File: config.mk
export PLATFORM = sky130hd
export DESIGN_NAME = frame_stream_source
export DESIGN_NICKNAME = d
export VERILOG_FILES = /design/src/rtl/frame_coprocessor_pkg.sv /design/src/rtl/frame_pattern_unit.sv /design/src/rtl/frame_stream_source.sv
export SDC_FILE = /design/constraint.sdc
export NUM_CORES = 1
export LEC_CHECK = 0
export ABC_AREA = 1
export BUFFER_PORTS_ARGS = -buffer_cell sky130_fd_sc_hd__buf_2
export CORE_ASPECT_RATIO = 2
export CORE_MARGIN = 10
export CORE_UTILIZATION = 44
export DETAILED_ROUTE_END_ITERATION = 8
export PLACE_DENSITY_LB_ADDON = 0.1
export SYNTH_ARGS = -nofsm -noshare
export SYNTH_HDL_FRONTEND = slang
export SYNTH_SLANG_ARGS = --single-unit
export TNS_END_PERCENT = 10
File: constraint.sdc
create_clock -name dataOutClock -period 2.6 [get_ports dataOutClock]
set_input_delay 0.26 -clock dataOutClock [delete_from_list [all_inputs] [get_ports dataOutClock]]
set_output_delay 0.26 -clock dataOutClock [all_outputs]
set_load 0.05 [all_outputs]
File: src/rtl/frame_coprocessor_pkg.sv
// Shared types and constants for the frame test-stream source.
package frame_coprocessor_pkg;

    typedef enum logic [1:0] {
        PAT_INCR   = 2'd0,
        PAT_CONST  = 2'd1,
        PAT_LFSR   = 2'd2,
        PAT_TAGGED = 2'd3
    } pattern_mode_t;

    typedef enum logic [1:0] {
        ST_IDLE = 2'd0,
        ST_SEND = 2'd1,
        ST_GAP  = 2'd2,
        ST_DONE = 2'd3
    } state_t;

    localparam logic [31:0] LFSR_POLY = 32'h80200003;

    // One step of the shift-right Galois LFSR.
    function automatic logic [31:0] lfsr_step(input logic [31:0] s);
        return {1'b0, s[31:1]} ^ (s[0] ? LFSR_POLY : 32'h0);
    endfunction

endpackage

File: src/rtl/frame_pattern_unit.sv
// Pattern generator: holds the running pattern state and presents the current word.
module frame_pattern_unit
    import frame_coprocessor_pkg::*;
#(
    parameter int unsigned DATA_WIDTH = 32,
    parameter int unsigned LEN_WIDTH  = 16
) (
    input  logic                  clk,
    input  logic                  reset,
    input  logic                  load,
    input  logic [1:0]            mode,
    input  logic [DATA_WIDTH-1:0] seed,
    input  logic                  advance,
    input  logic [LEN_WIDTH-1:0]  frame_index,
    input  logic [LEN_WIDTH-1:0]  word_index,
    output logic [DATA_WIDTH-1:0] word
);

    pattern_mode_t         mode_q;
    logic [DATA_WIDTH-1:0] acc_q;
    logic [31:0]           lfsr_q;
    logic [31:0]           seed32;
    logic [15:0]           tag_frame;
    logic [15:0]           tag_word;

    assign seed32    = 32'(seed);
    assign tag_frame = 16'(frame_index);
    assign tag_word  = 16'(word_index);

    // Pattern state: loaded at run start, stepped once per accepted beat.
    always_ff @(posedge clk) begin
        if (reset) begin
            mode_q <= PAT_INCR;
            acc_q  <= '0;
            lfsr_q <= '0;
        end else if (load) begin
            mode_q <= pattern_mode_t'(mode);
            acc_q  <= seed;
            lfsr_q <= (seed32 == 32'h0) ? 32'h1 : seed32;
        end else if (advance) begin
            case (mode_q)
                PAT_INCR: acc_q  <= acc_q + 1'b1;
                PAT_LFSR: lfsr_q <= lfsr_step(lfsr_q);
                default:  ;
            endcase
        end
    end

    // Current word selected by the latched mode.
    always_comb begin
        word = '0;
        case (mode_q)
            PAT_INCR, PAT_CONST: word = acc_q;
            PAT_LFSR:            word = DATA_WIDTH'(lfsr_q);
            PAT_TAGGED:          word = DATA_WIDTH'({tag_frame, tag_word});
            default:             word = '0;
        endcase
    end

endmodule

File: src/rtl/frame_stream_source.sv
// AXI-Stream master producing programmable test frames (length, count, gap, pattern).
module frame_stream_source
    import frame_coprocessor_pkg::*;
#(
    parameter int unsigned DATA_WIDTH = 32,
    parameter int unsigned LEN_WIDTH  = 16,
    parameter int unsigned GAP_WIDTH  = 8
) (
    input  logic                    dataOutClock,
    input  logic                    dataOutReset,
    input  logic                    start,
    input  logic [LEN_WIDTH-1:0]    frameLength,
    input  logic [LEN_WIDTH-1:0]    frameCount,
    input  logic [GAP_WIDTH-1:0]    gapCycles,
    input  logic [1:0]              patternMode,
    input  logic [DATA_WIDTH-1:0]   patternSeed,
    output logic                    busy,
    output logic                    done,
    output logic [DATA_WIDTH-1:0]   dataOut,
    output logic                    dataOutTValid,
    input  logic                    dataOutTReady,
    output logic                    dataOutTLast,
    output logic [DATA_WIDTH/8-1:0] dataOutTStrb,
    output logic [31:0]             beatsSent
);

    state_t                state_q;
    state_t                state_d;
    logic [LEN_WIDTH-1:0]  len_q;
    logic [LEN_WIDTH-1:0]  count_q;
    logic [GAP_WIDTH-1:0]  gap_q;
    logic [LEN_WIDTH-1:0]  word_idx_q;
    logic [LEN_WIDTH-1:0]  frame_idx_q;
    logic [GAP_WIDTH-1:0]  gap_cnt_q;
    logic [31:0]           beats_q;
    logic [DATA_WIDTH-1:0] pattern_word;

    logic start_accept;
    logic empty_run;
    logic valid;
    logic handshake;
    logic last_word;
    logic last_frame;

    assign start_accept = start && (state_q == ST_IDLE);
    assign empty_run    = (frameLength == '0) || (frameCount == '0);
    assign valid        = (state_q == ST_SEND);
    assign handshake    = valid && dataOutTReady;
    // Compare against len-1 rather than counting to len so the index never needs an extra bit.
    assign last_word    = (word_idx_q == len_q - LEN_WIDTH'(1));
    assign last_frame   = (frame_idx_q == count_q - LEN_WIDTH'(1));

    frame_pattern_unit #(
        .DATA_WIDTH (DATA_WIDTH),
        .LEN_WIDTH  (LEN_WIDTH)
    ) u_pattern (
        .clk         (dataOutClock),
        .reset       (dataOutReset),
        .load        (start_accept),
        .mode        (patternMode),
        .seed        (patternSeed),
        .advance     (handshake),
        .frame_index (frame_idx_q),
        .word_index  (word_idx_q),
        .word        (pattern_word)
    );

    // State register.
    always_ff @(posedge dataOutClock) begin
        if (dataOutReset) begin
            state_q <= ST_IDLE;
        end else begin
            state_q <= state_d;
        end
    end

    // Next-state logic.
    always_comb begin
        state_d = state_q;
        case (state_q)
            ST_IDLE: begin
                if (start_accept) begin
                    state_d = empty_run ? ST_DONE : ST_SEND;
                end
            end
            ST_SEND: begin
                if (handshake && last_word) begin
                    if (last_frame) begin
                        state_d = ST_DONE;
                    end else if (gap_q != '0) begin
                        state_d = ST_GAP;
                    end
                end
            end
            ST_GAP: begin
                if (gap_cnt_q == GAP_WIDTH'(1)) begin
                    state_d = ST_SEND;
                end
            end
            ST_DONE: begin
                state_d = ST_IDLE;
            end
            default: state_d = ST_IDLE;
        endcase
    end

    // Latched config, word/frame indices, gap countdown and beat counter.
    always_ff @(posedge dataOutClock) begin
        if (dataOutReset) begin
            len_q       <= '0;
            count_q     <= '0;
            gap_q       <= '0;
            word_idx_q  <= '0;
            frame_idx_q <= '0;
            gap_cnt_q   <= '0;
            beats_q     <= '0;
        end else begin
            if (start_accept) begin
                len_q       <= frameLength;
                count_q     <= frameCount;
                gap_q       <= gapCycles;
                word_idx_q  <= '0;
                frame_idx_q <= '0;
                beats_q     <= '0;
            end
            if (handshake) begin
                beats_q <= beats_q + 32'd1;
                if (last_word) begin
                    word_idx_q  <= '0;
                    frame_idx_q <= frame_idx_q + LEN_WIDTH'(1);
                end else begin
                    word_idx_q <= word_idx_q + LEN_WIDTH'(1);
                end
            end
            if (state_q == ST_SEND && state_d == ST_GAP) begin
                gap_cnt_q <= gap_q;
            end else if (state_q == ST_GAP) begin
                gap_cnt_q <= gap_cnt_q - GAP_WIDTH'(1);
            end
        end
    end

    // Stream and status outputs decoded from registered state.
    always_comb begin
        busy          = (state_q == ST_SEND) || (state_q == ST_GAP);
        done          = (state_q == ST_DONE);
        dataOutTValid = valid;
        dataOutTLast  = valid && last_word;
        dataOutTStrb  = valid ? '1 : '0;
        dataOut       = valid ? pattern_word : '0;
        beatsSent     = beats_q;
    end

endmodule

# == Word-level counts from Yosys, hierarchy flattened ==
# Cells that the tools add are included.
# word_totals
ff_bits,180
out_inout_bits,72
input_bits,78
# op_classes
addsub,7
bitwise,1
n_reduce_logical,20
eq_ne,10
mux,28
# op_table
op,n
32-bit 2-to-1 mux,11
16-bit 2-to-1 mux,6
32-bit one-hot mux with 3 select lines,1
"32-bit by 1-bit adder with 32-bit output, second input constant",2
"16-bit by 1-bit adder with 16-bit output, second input constant",2
16-bit equality test,2
16-bit zero test,2
32-bit zero test,1
"16-bit by 1-bit subtractor with 16-bit output, second input constant",2
31-bit by 32-bit XOR with 32-bit output,1
8-bit 2-to-1 mux,2
2-bit 2-to-1 mux,6
"2-bit equality test, second input constant",5
"8-bit by 1-bit equality test with 1-bit output, second input constant",1
2-bit one-hot mux with 4 select lines,1
2-bit nonzero test,4
8-bit nonzero test,1
"8-bit by 1-bit subtractor with 8-bit output, second input constant",1
1-bit logical AND,5
"2-bit by 1-bit equality test with 1-bit output, second input constant",2
2-bit zero test,2
4-bit 2-to-1 mux,1
2-bit AND reduction,2
1-bit logical OR,2
2-bit OR reduction,1

# == Longest topological paths before layout ==
# Gate-level depths: netlist of run 1.
# logic_depth
word_depth,8
ltp_mapped,22
ltp_nobuf,21

# == Hierarchy ==
# A second synthesis of run 1 with hierarchy kept.
# hier_totals
cells_unflattened,1864
area_unflattened_um2,11788.8
# by_module_without_submodules
module,cells_each,area_each_um2,instances,seq_area_each_um2
frame_stream_source,1143,7434.6,1,2282.2
frame_pattern_unit,721,4354.2,1,1321.3

# == Least setup slack after synthesis of run 1 ==
# No wires, ideal clock.
# synth_path
path_type,reg2out
startpoint,reg state_q[1]
endpoint,out dataOut[0]
n_path_buf,2
setup_slack_ns,-0.547
stages_incl_launch_ff,7
arrival_ns,2.887
required_ns,2.340
cell_sequence,dfxtp_1 inv_1 ha_1 buf_4 clkbuf_1 o21ai_0 a221oi_1
# synth_via
elab_chain_cells,2
# synth_rtl
item,line,rtl
start: declaration,frame_stream_source.sv:27,state_t state_q;
start signal: assignment,frame_stream_source.sv:73,state_q <= state_d;
2-bit by 1-bit equality test with 1-bit output,frame_stream_source.sv:47,assign valid = (state_q == ST_SEND);
net dataOutTValid,frame_stream_source.sv:20,"output logic dataOutTValid,"
32-bit 2-to-1 mux,frame_stream_source.sv:150,dataOut = valid ? pattern_word : '0;
end: declaration,frame_stream_source.sv:19,"output logic [DATA_WIDTH-1:0] dataOut,"
# The timed path passes the listed nets, and every way through them passes these cells.

# == Worst setup path after layout of run 1 ==
# layout_path
startpoint,reg len_q[1]
endpoint,out dataOutTLast
# layout_via
elab_chain_cells,3
# layout_rtl
item,line,rtl
start: declaration,frame_stream_source.sv:29,logic [LEN_WIDTH-1:0] len_q;
start signal: assignment,frame_stream_source.sv:119,len_q <= frameLength;
16-bit by 1-bit subtractor with 16-bit output,frame_stream_source.sv:50,assign last_word = (word_idx_q == len_q - LEN_WIDTH'(1));
16-bit equality test,frame_stream_source.sv:50,
1-bit logical AND,frame_stream_source.sv:148,dataOutTLast = valid && last_word;
end: declaration,frame_stream_source.sv:22,"output logic dataOutTLast,"
# Every way passes these cells.

==> metrics, run 1 <==
ys async rst share=0%; Slew HR=46.3%; area leader, netlist=dfxtp_1; vias in the first global route=11900; post-synthesis mux area share=0%; crit path max fanout=3; period utilisation layout=103%; area grow syn2layout=23.3%; TritonRoute pass-1 iters=5; die height=245 um; critical path class=flop to primary output; Synth Warn #=0; Worst EP arrival=2.43 ns; Setup TNS=-0.0909 ns; Max Root-Sink Buffers=2; Critical Path Start Type=flop; Cell variety after synth=54; number of routed nets with antenna violations=0; initial core utilization=44.4%; Root Driver=clkbuf_16; reg-to-reg slack, setup=0.05 ns; Placed Cells=2200; Buffers on Ports=149; failing checks=setup timing; Pins Over Slew Limit=0; final instance area=13700 um^2; row count=between 80 and 90; DRC violations left=0; largest family of logic cells by synthesized area=simple AND/OR/NAND/NOR gates; Final GP Congestion=0.957; flop and latch count out of synthesis=180; largest net degree at the start of global routing=65; Pwr Total=12.8 mW; Setup violations, final=1; Core Region=25000 um^2; top_reg_cell synth=dfxtp_1; CP Launch Point=len_q[1]$_SDFFE_PP0P_; Final min period=2.69 ns; reg-to-reg critical path endpoint=gap_cnt_q[7]$_SDFFE_PP0P_; clock sink count=between 150 and 200; layout cell share with drive strength beyond 1=20.3%; Hold Vio Cnt, Final=0; maxcap violations=0; htree depth=4; number of flops mapped to enable cells by yosys=0; Post-DP Area=12700 um^2; # fillers=2641; first-pass GRT wire length=60.7 mm; grt ovf=0; clock slew at reported path FFs=0.07 ns; CTS Buf Count=17; Synth Area in XOR/XNOR=4.68%; n_diodes=0; Avg Inst Size Synth=6.48 um^2; clock latency on the worst-skew pair=~0.46 ns; R2R cell count=16; Max VDD drop=540 uV; CTS Hold Bufs=0; Worst Tran Pin Value=0.805 ns; HPWL after DPL=29.4 mm; vias per cell=about 5.4; area share of the largest cell type after synthesis=~32%; register area share after synthesis=32.4%; P per Cell Area=935 nW/um^2; Total Wirelength=38.6 mm; final instance count without filler cells=2243; post-synthesis instance total=about 1700; CP Capture Type=primary output; number of DRC markers in iteration 0=570; Leak Pwr=5.86 nW; most area-consuming cells after synthesis=dfxtp_1 (32%), nand2_1 (12%), o21ai_0 (8.9%); Final nets=around 2000; RSZ-0062 raised after global routing=yes; simple-gate share of the synthesized area=29.8%; worst slack, placed=-0.0864 ns; Compound-Gate Fraction of Synth Area=a little over a fifth; post-synth net total=approximately 1800; initial antenna violation count=0; reg2reg start=len_q[1]$_SDFFE_PP0P_; Req. time, crit path=2.34 ns; via count=about 12000; fmax=0.372 GHz; skew final=0.0109 ns; Adder-Cell Fraction of Synth Area=roughly 1.5%; I/O pin count=150; Overall Global Routing Usage=23.0%; mapped cell area=11100 um^2; CP endpoint=dataOutTLast; die area=32400 um^2; Hold/Removal Path Class=primary input to flop; routed len/inst=approximately 17 um; Final Worst Setup Slack=-0.0909 ns; status=finished, violations left; most frequent cells in the layout=nand2_1 (352), inv_1 (198), o21ai_0 (197); commonest non-fill, non-tap cell in the layout=nand2_1; Chip Width=132 um; CTS tree=yes
## flip-flops by register name (all words and copies together) (netlist names), 8 cells and up
name and cells:
beatsSent 32, u_pattern.acc_q 32, u_pattern.lfsr_q 32, count_q 16, frame_idx_q 16, len_q 16, word_idx_q 16, gap_cnt_q 8
gap_q 8
## area by class of cell
type	count	area, um^2	area share, %
inverters	210	788	5.75
repair buffers	245	1540	11.2
flip-flops and latches	180	3620	26.4
clock buffers	21	480	3.51
clock inverters	11	171	1.25
multi-input cells	1240	6690	48.8
well taps	336	420	3.07
## per-stage QoR
stage	hold slack [ns]	utilization (%)
detailed placement	0.469	50.6
CTS	0.0526	53.4
floorplan	0.405	-
global placement	0.461	50.6
finish	0.0749	54.7
global route	0.0795	54.7
## report_power, final
group,switching [mW],total [mW],internal (mW),leakage [nW]
clock,1.18,2.90,1.72,0.316
combinational,4.00,6.04,2.05,4.07
sequential,0.552,3.87,3.32,1.48
total,5.73,12.8,7.08,5.86
## critical path, cell delays in order, from the launching register on
cell and delay [ns]:
dfxtp_2 0.33, buf_4 0.13, nor2_4 0.11, nand2_4 0.08
xnor2_1 0.25, nand2_2 0.13, a2111oi_4 0.33, buf_4 0.17
nand3_4 0.07, nor3_4 0.18, buf_6 0.19
## how the worst min path moves through the flow
| stage | startpoint | to | cells past startpoint |
|---|---|---|---|
| floorplan | patternMode[0] | u_pattern.mode_q[0]$_SDFFE_PP0P_ | 2 |
| global placement | gap_q[2]$_SDFFE_PP0P_ | gap_q[2]$_SDFFE_PP0P_ | 2 |
| detailed placement | gap_q[7]$_SDFFE_PP0P_ | gap_q[7]$_SDFFE_PP0P_ | 2 |
| CTS | patternMode[0] | u_pattern.mode_q[0]$_SDFFE_PP0P_ | 3 |
| global route | patternMode[1] | u_pattern.mode_q[1]$_SDFFE_PP0P_ | 3 |
| finish | frameLength[8] | len_q[8]$_SDFFE_PP0P_ | 3 |
## timing repair
item | in CTS | in global routing
pin swaps | 5 | 28
setup endpoints to repair | 19 | 44
cloned | 0 | 1
setup buffers | 1 | 9
endpoints found under the hold margin | 0 | 0
gates resized for setup | 17 | 64
## Yosys cell counts (3+ instances only)
master	count
and3_1	3
buf_4	5
nor3_1	24
nand3b_1	11
nor3_2	3
nand2_1	363
o211ai_1	16
buf_2	4
nand3_1	81
o221ai_1	12
nand3_2	3
clkinv_1	4
or2_2	5
a211oi_1	10
clkbuf_1	68
nor2_1	155
a221oi_1	3
a21oi_1	122
nor2_4	6
inv_1	204
o22ai_1	15
ha_1	13
o21ai_0	198
xor2_1	39
nand2_2	10
a22oi_1	5
nand4_1	35
nor2_2	9
xnor2_1	16
buf_1	7
and2_1	3
dfxtp_1	180
a31oi_1	30
nor4_1	26
o21ai_1	3
## metal layers
metal  wire length, um  vias to the layer above  global-route usage [%]
li1                  -                     6071                       -
met1             14300                     5602                    22.8
met2             21200                      352                    45.1
met3              1640                       77                    3.91
met4              1480                        0                    10.0
met5                 0                        -                       0
## logic make-up (layout without fill, tap and decap cells)
group	Yosys count	after routing
buffers and inverters	296	487
AND/OR/NAND/NOR	744	745
AO/OA/AOI/OAI	425	425
adder cells (fa/ha/maj)	13	13
flip-flops	180	180
XOR/XNOR	57	57
No activity file was read; power rests on OpenSTA's default activity.
==> inputs of run 2 (changes only) <==
--- a/config.mk
+++ b/config.mk
@@ -7,9 +7,11 @@
 export LEC_CHECK = 0
 export ABC_AREA = 1
 export BUFFER_PORTS_ARGS = -buffer_cell sky130_fd_sc_hd__buf_2
+export CELL_PAD_IN_SITES_DETAIL_PLACEMENT = 0
+export CELL_PAD_IN_SITES_GLOBAL_PLACEMENT = 2
 export CORE_ASPECT_RATIO = 2
 export CORE_MARGIN = 10
-export CORE_UTILIZATION = 44
+export CORE_UTILIZATION = 29
 export DETAILED_ROUTE_END_ITERATION = 8
 export PLACE_DENSITY_LB_ADDON = 0.1
 export SYNTH_ARGS = -nofsm -noshare
==> metrics, run 2 (synthesis results as in run 1) <==
most frequent cells in the layout=nand2_1 (353), inv_1 (198), o21ai_0 (198) (was nand2_1 (352), inv_1 (198), o21ai_0 (197)); Final nets=2001 (was 1985); failing checks=setup timing (unchanged); first-pass GRT wire length=69.7 mm (was 60.7 mm); Max VDD drop=499 uV (was 540 uV); DRC violations left=0 (unchanged); CTS Hold Bufs=0 (unchanged); Final Worst Setup Slack=-0.0979 ns (was -0.0909 ns); sw frac=46.5% (was 44.7%); I/O pin count=150 (unchanged); Req. time, crit path=2.34 ns (about the same); via count=12200 (was 12100); Hold/Removal Path Class=primary input to flop (unchanged); status=finished, violations left (unchanged); cell-internal power=6.84 mW (was 7.08 mW); Hold Crit Start=gapCycles[0] (was frameLength[8]); Root Driver=clkbuf_16 (unchanged); reg-to-reg critical path endpoint=gap_cnt_q[3]$_SDFFE_PP0P_ (was gap_cnt_q[7]$_SDFFE_PP0P_); die height=297 um (was 245 um); Seq pwr share=30.1% (was 30.2%); routed len/inst=19.1 um (was 17.2 um); Pwr Total=12.8 mW (about the same); HPWL after DPL=34.3 mm (was 29.4 mm); R2R cell count=18 (was 16); Chip Width=158 um (was 132 um); die area=47000 um^2 (was 32400 um^2); CTS tree=yes (unchanged); worst-path cell chain=inv_2, ha_4, inv_2, nand2_1, nand2_2, xor2_2, nand2_2, a2111oi_4, nand3_2, nor3_2, buf_4, buf_8 (was buf_4, nor2_4, nand2_4, xnor2_1, nand2_2, a2111oi_4, buf_4, nand3_4, nor3_4, buf_6); Max Root-Sink Buffers=2 (unchanged); clock latency on the worst-skew pair=0.46 ns (about the same); Slew HR=42.5% (was 46.3%); switching pwr=5.95 mW (was 5.73 mW); Post-DP Area=13000 um^2 (was 12700 um^2); final instance count without filler cells=2386 (was 2243); Worst path max stage delay=0.37 ns (was 0.33 ns); number of DRC markers in iteration 0=588 (was 570); CP top delay family=simple AND/OR/NAND/NOR gates (unchanged); initial core utilization=29.3% (was 44.4%); Overall Global Routing Usage=19.1% (was 23.0%); vias per cell=5.10 (was 5.40); row count=101 (was 82); CTS Buf Count=17 (unchanged); Pins Over Slew Limit=0 (unchanged); Hold Vio Cnt, Final=0 (unchanged); initial antenna violation count=0 (unchanged); Comb pwr share=48.7% (was 47.2%); Placed Cells=2345 (was 2200); post-layout util=36.9% (was 54.7%); fmax=0.371 GHz (was 0.372 GHz); reg-to-reg slack, setup=-0.05 ns (was 0.05 ns); grt ovf=0 (unchanged); Worst Tran Pin Value=0.862 ns (was 0.805 ns); Final GP Congestion=0.883 (was 0.957); Worst Hold Depth=3 (unchanged); commonest non-fill, non-tap cell in the layout=nand2_1 (unchanged); Total Wirelength=45.5 mm (was 38.6 mm); Clk network pwr share=21.1% (was 22.6%); clock sink count=180 (unchanged); Hold EP=gap_q[0]$_SDFFE_PP0P_ (was len_q[8]$_SDFFE_PP0P_); largest net degree at the start of global routing=68 (was 65); Leak Pwr=5.91 nW (was 5.86 nW); final instance area=14000 um^2 (was 13700 um^2); skew final=0.0141 ns (was 0.0109 ns); reg2reg start=len_q[1]$_SDFFE_PP0P_ (unchanged); Final min period=2.70 ns (was 2.69 ns); crit path max fanout=3 (unchanged); RSZ-0062 raised after global routing=yes (unchanged); clock slew at reported path FFs=0.07 ns (about the same); TritonRoute pass-1 iters=5 (unchanged); Buffers on Ports=149 (unchanged); Critical Path Start Type=flop (unchanged); Worst EP arrival=2.44 ns (was 2.43 ns); Crit-path slowest cell=a2111oi_4 (was dfxtp_2); Core Region=37900 um^2 (was 25000 um^2); maxcap violations=0 (unchanged); CP bufs+invs=4 (was 3); period utilisation layout=104% (was 103%); area grow syn2layout=25.7% (was 23.3%); n_diodes=0 (unchanged); layout cell share with drive strength beyond 1=21.1% (was 20.3%); number of routed nets with antenna violations=0 (unchanged); vias in the first global route=12400 (was 11900); worst slack, placed=-0.225 ns (was -0.0864 ns); P per Cell Area=915 nW/um^2 (was 935 nW/um^2); htree depth=4 (unchanged); critical path class=flop to primary output (unchanged); CP Capture Type=primary output (unchanged); Setup violations, final=8 (was 1)
-- run 2: changes by cell type in the layout (fill, tap and decap cells not counted), sizes merged --
cell,previous run,this run
clkbuf,21,19
bufinv,4,2
inv,208,212
clkinvlp,2,1
buf,245,260
clkinv,7,9
-- run 2: power by group through the flow --
stage	logic (mW)	clock network (mW)	registers [mW]
after floorplan	4.09	0	3.76
final	6.23	2.70	3.85
after global routing	6.94	2.88	3.94
after CTS	6.09	2.79	3.84
after global placement	5.92	0	3.89
after detailed placement	5.94	0	3.89
-- run 2: how the worst max path moves through the flow --
stage                                       to                  start  cells past startpoint
detailed placement                dataOutTLast  len_q[0]$_SDFFE_PP0P_                     10
floorplan           beatsSent[30]$_SDFFE_PP0P_  state_q[1]$_SDFF_PP0_                     16
global route                      dataOutTLast  len_q[1]$_SDFFE_PP0P_                     12
CTS                               dataOutTLast  len_q[1]$_SDFFE_PP0P_                     12
global placement                  dataOutTLast  len_q[0]$_SDFFE_PP0P_                     10
finish                            dataOutTLast  len_q[1]$_SDFFE_PP0P_                     12
-- run 2: metal layers --
layer / global-route usage (%) / wire, um / part of all wire (%)
met5: 0 / 0 / 0
met4: 7.12 / 1380 / 3.0
met3: 2.45 / 1540 / 3.4
met2: 36.6 / 25300 / 56
met1: 20.1 / 17300 / 38
-- run 2: final cells by class --
type	instances	area, um^2
clock buffer	18	429
clock inverter	14	149
fill	4187	23900
inverter	210	788
multi-input combinational	1240	6700
sequential	180	3610
tap	463	579
timing repair buffer	261	1710
-- run 2: worst min-delay path, stage by stage --
cell and delay [ns]:
buf_2 0.07, o21ai_0 0.07, nor2_1 0.08
-- run 2: through the flow --
stage / hold slack (ns) / TNS, ns
after floorplan: 0.405 / 0
after global placement: 0.461 / -2.68
after detailed placement: 0.470 / -3.39
after CTS: 0.0339 / -0.131
after global routing: 0.0711 / -2.03
final: 0.0572 / -0.310
-- run 2: timing repair --
action                                  4_1_cts  5_1_grt
buffers inserted                              3        5
cloned                                        0        1
endpoints found under the hold margin         0        0
endpoints found under the setup margin       29       34
pin swaps                                     4       31
gates resized for setup                      23       61
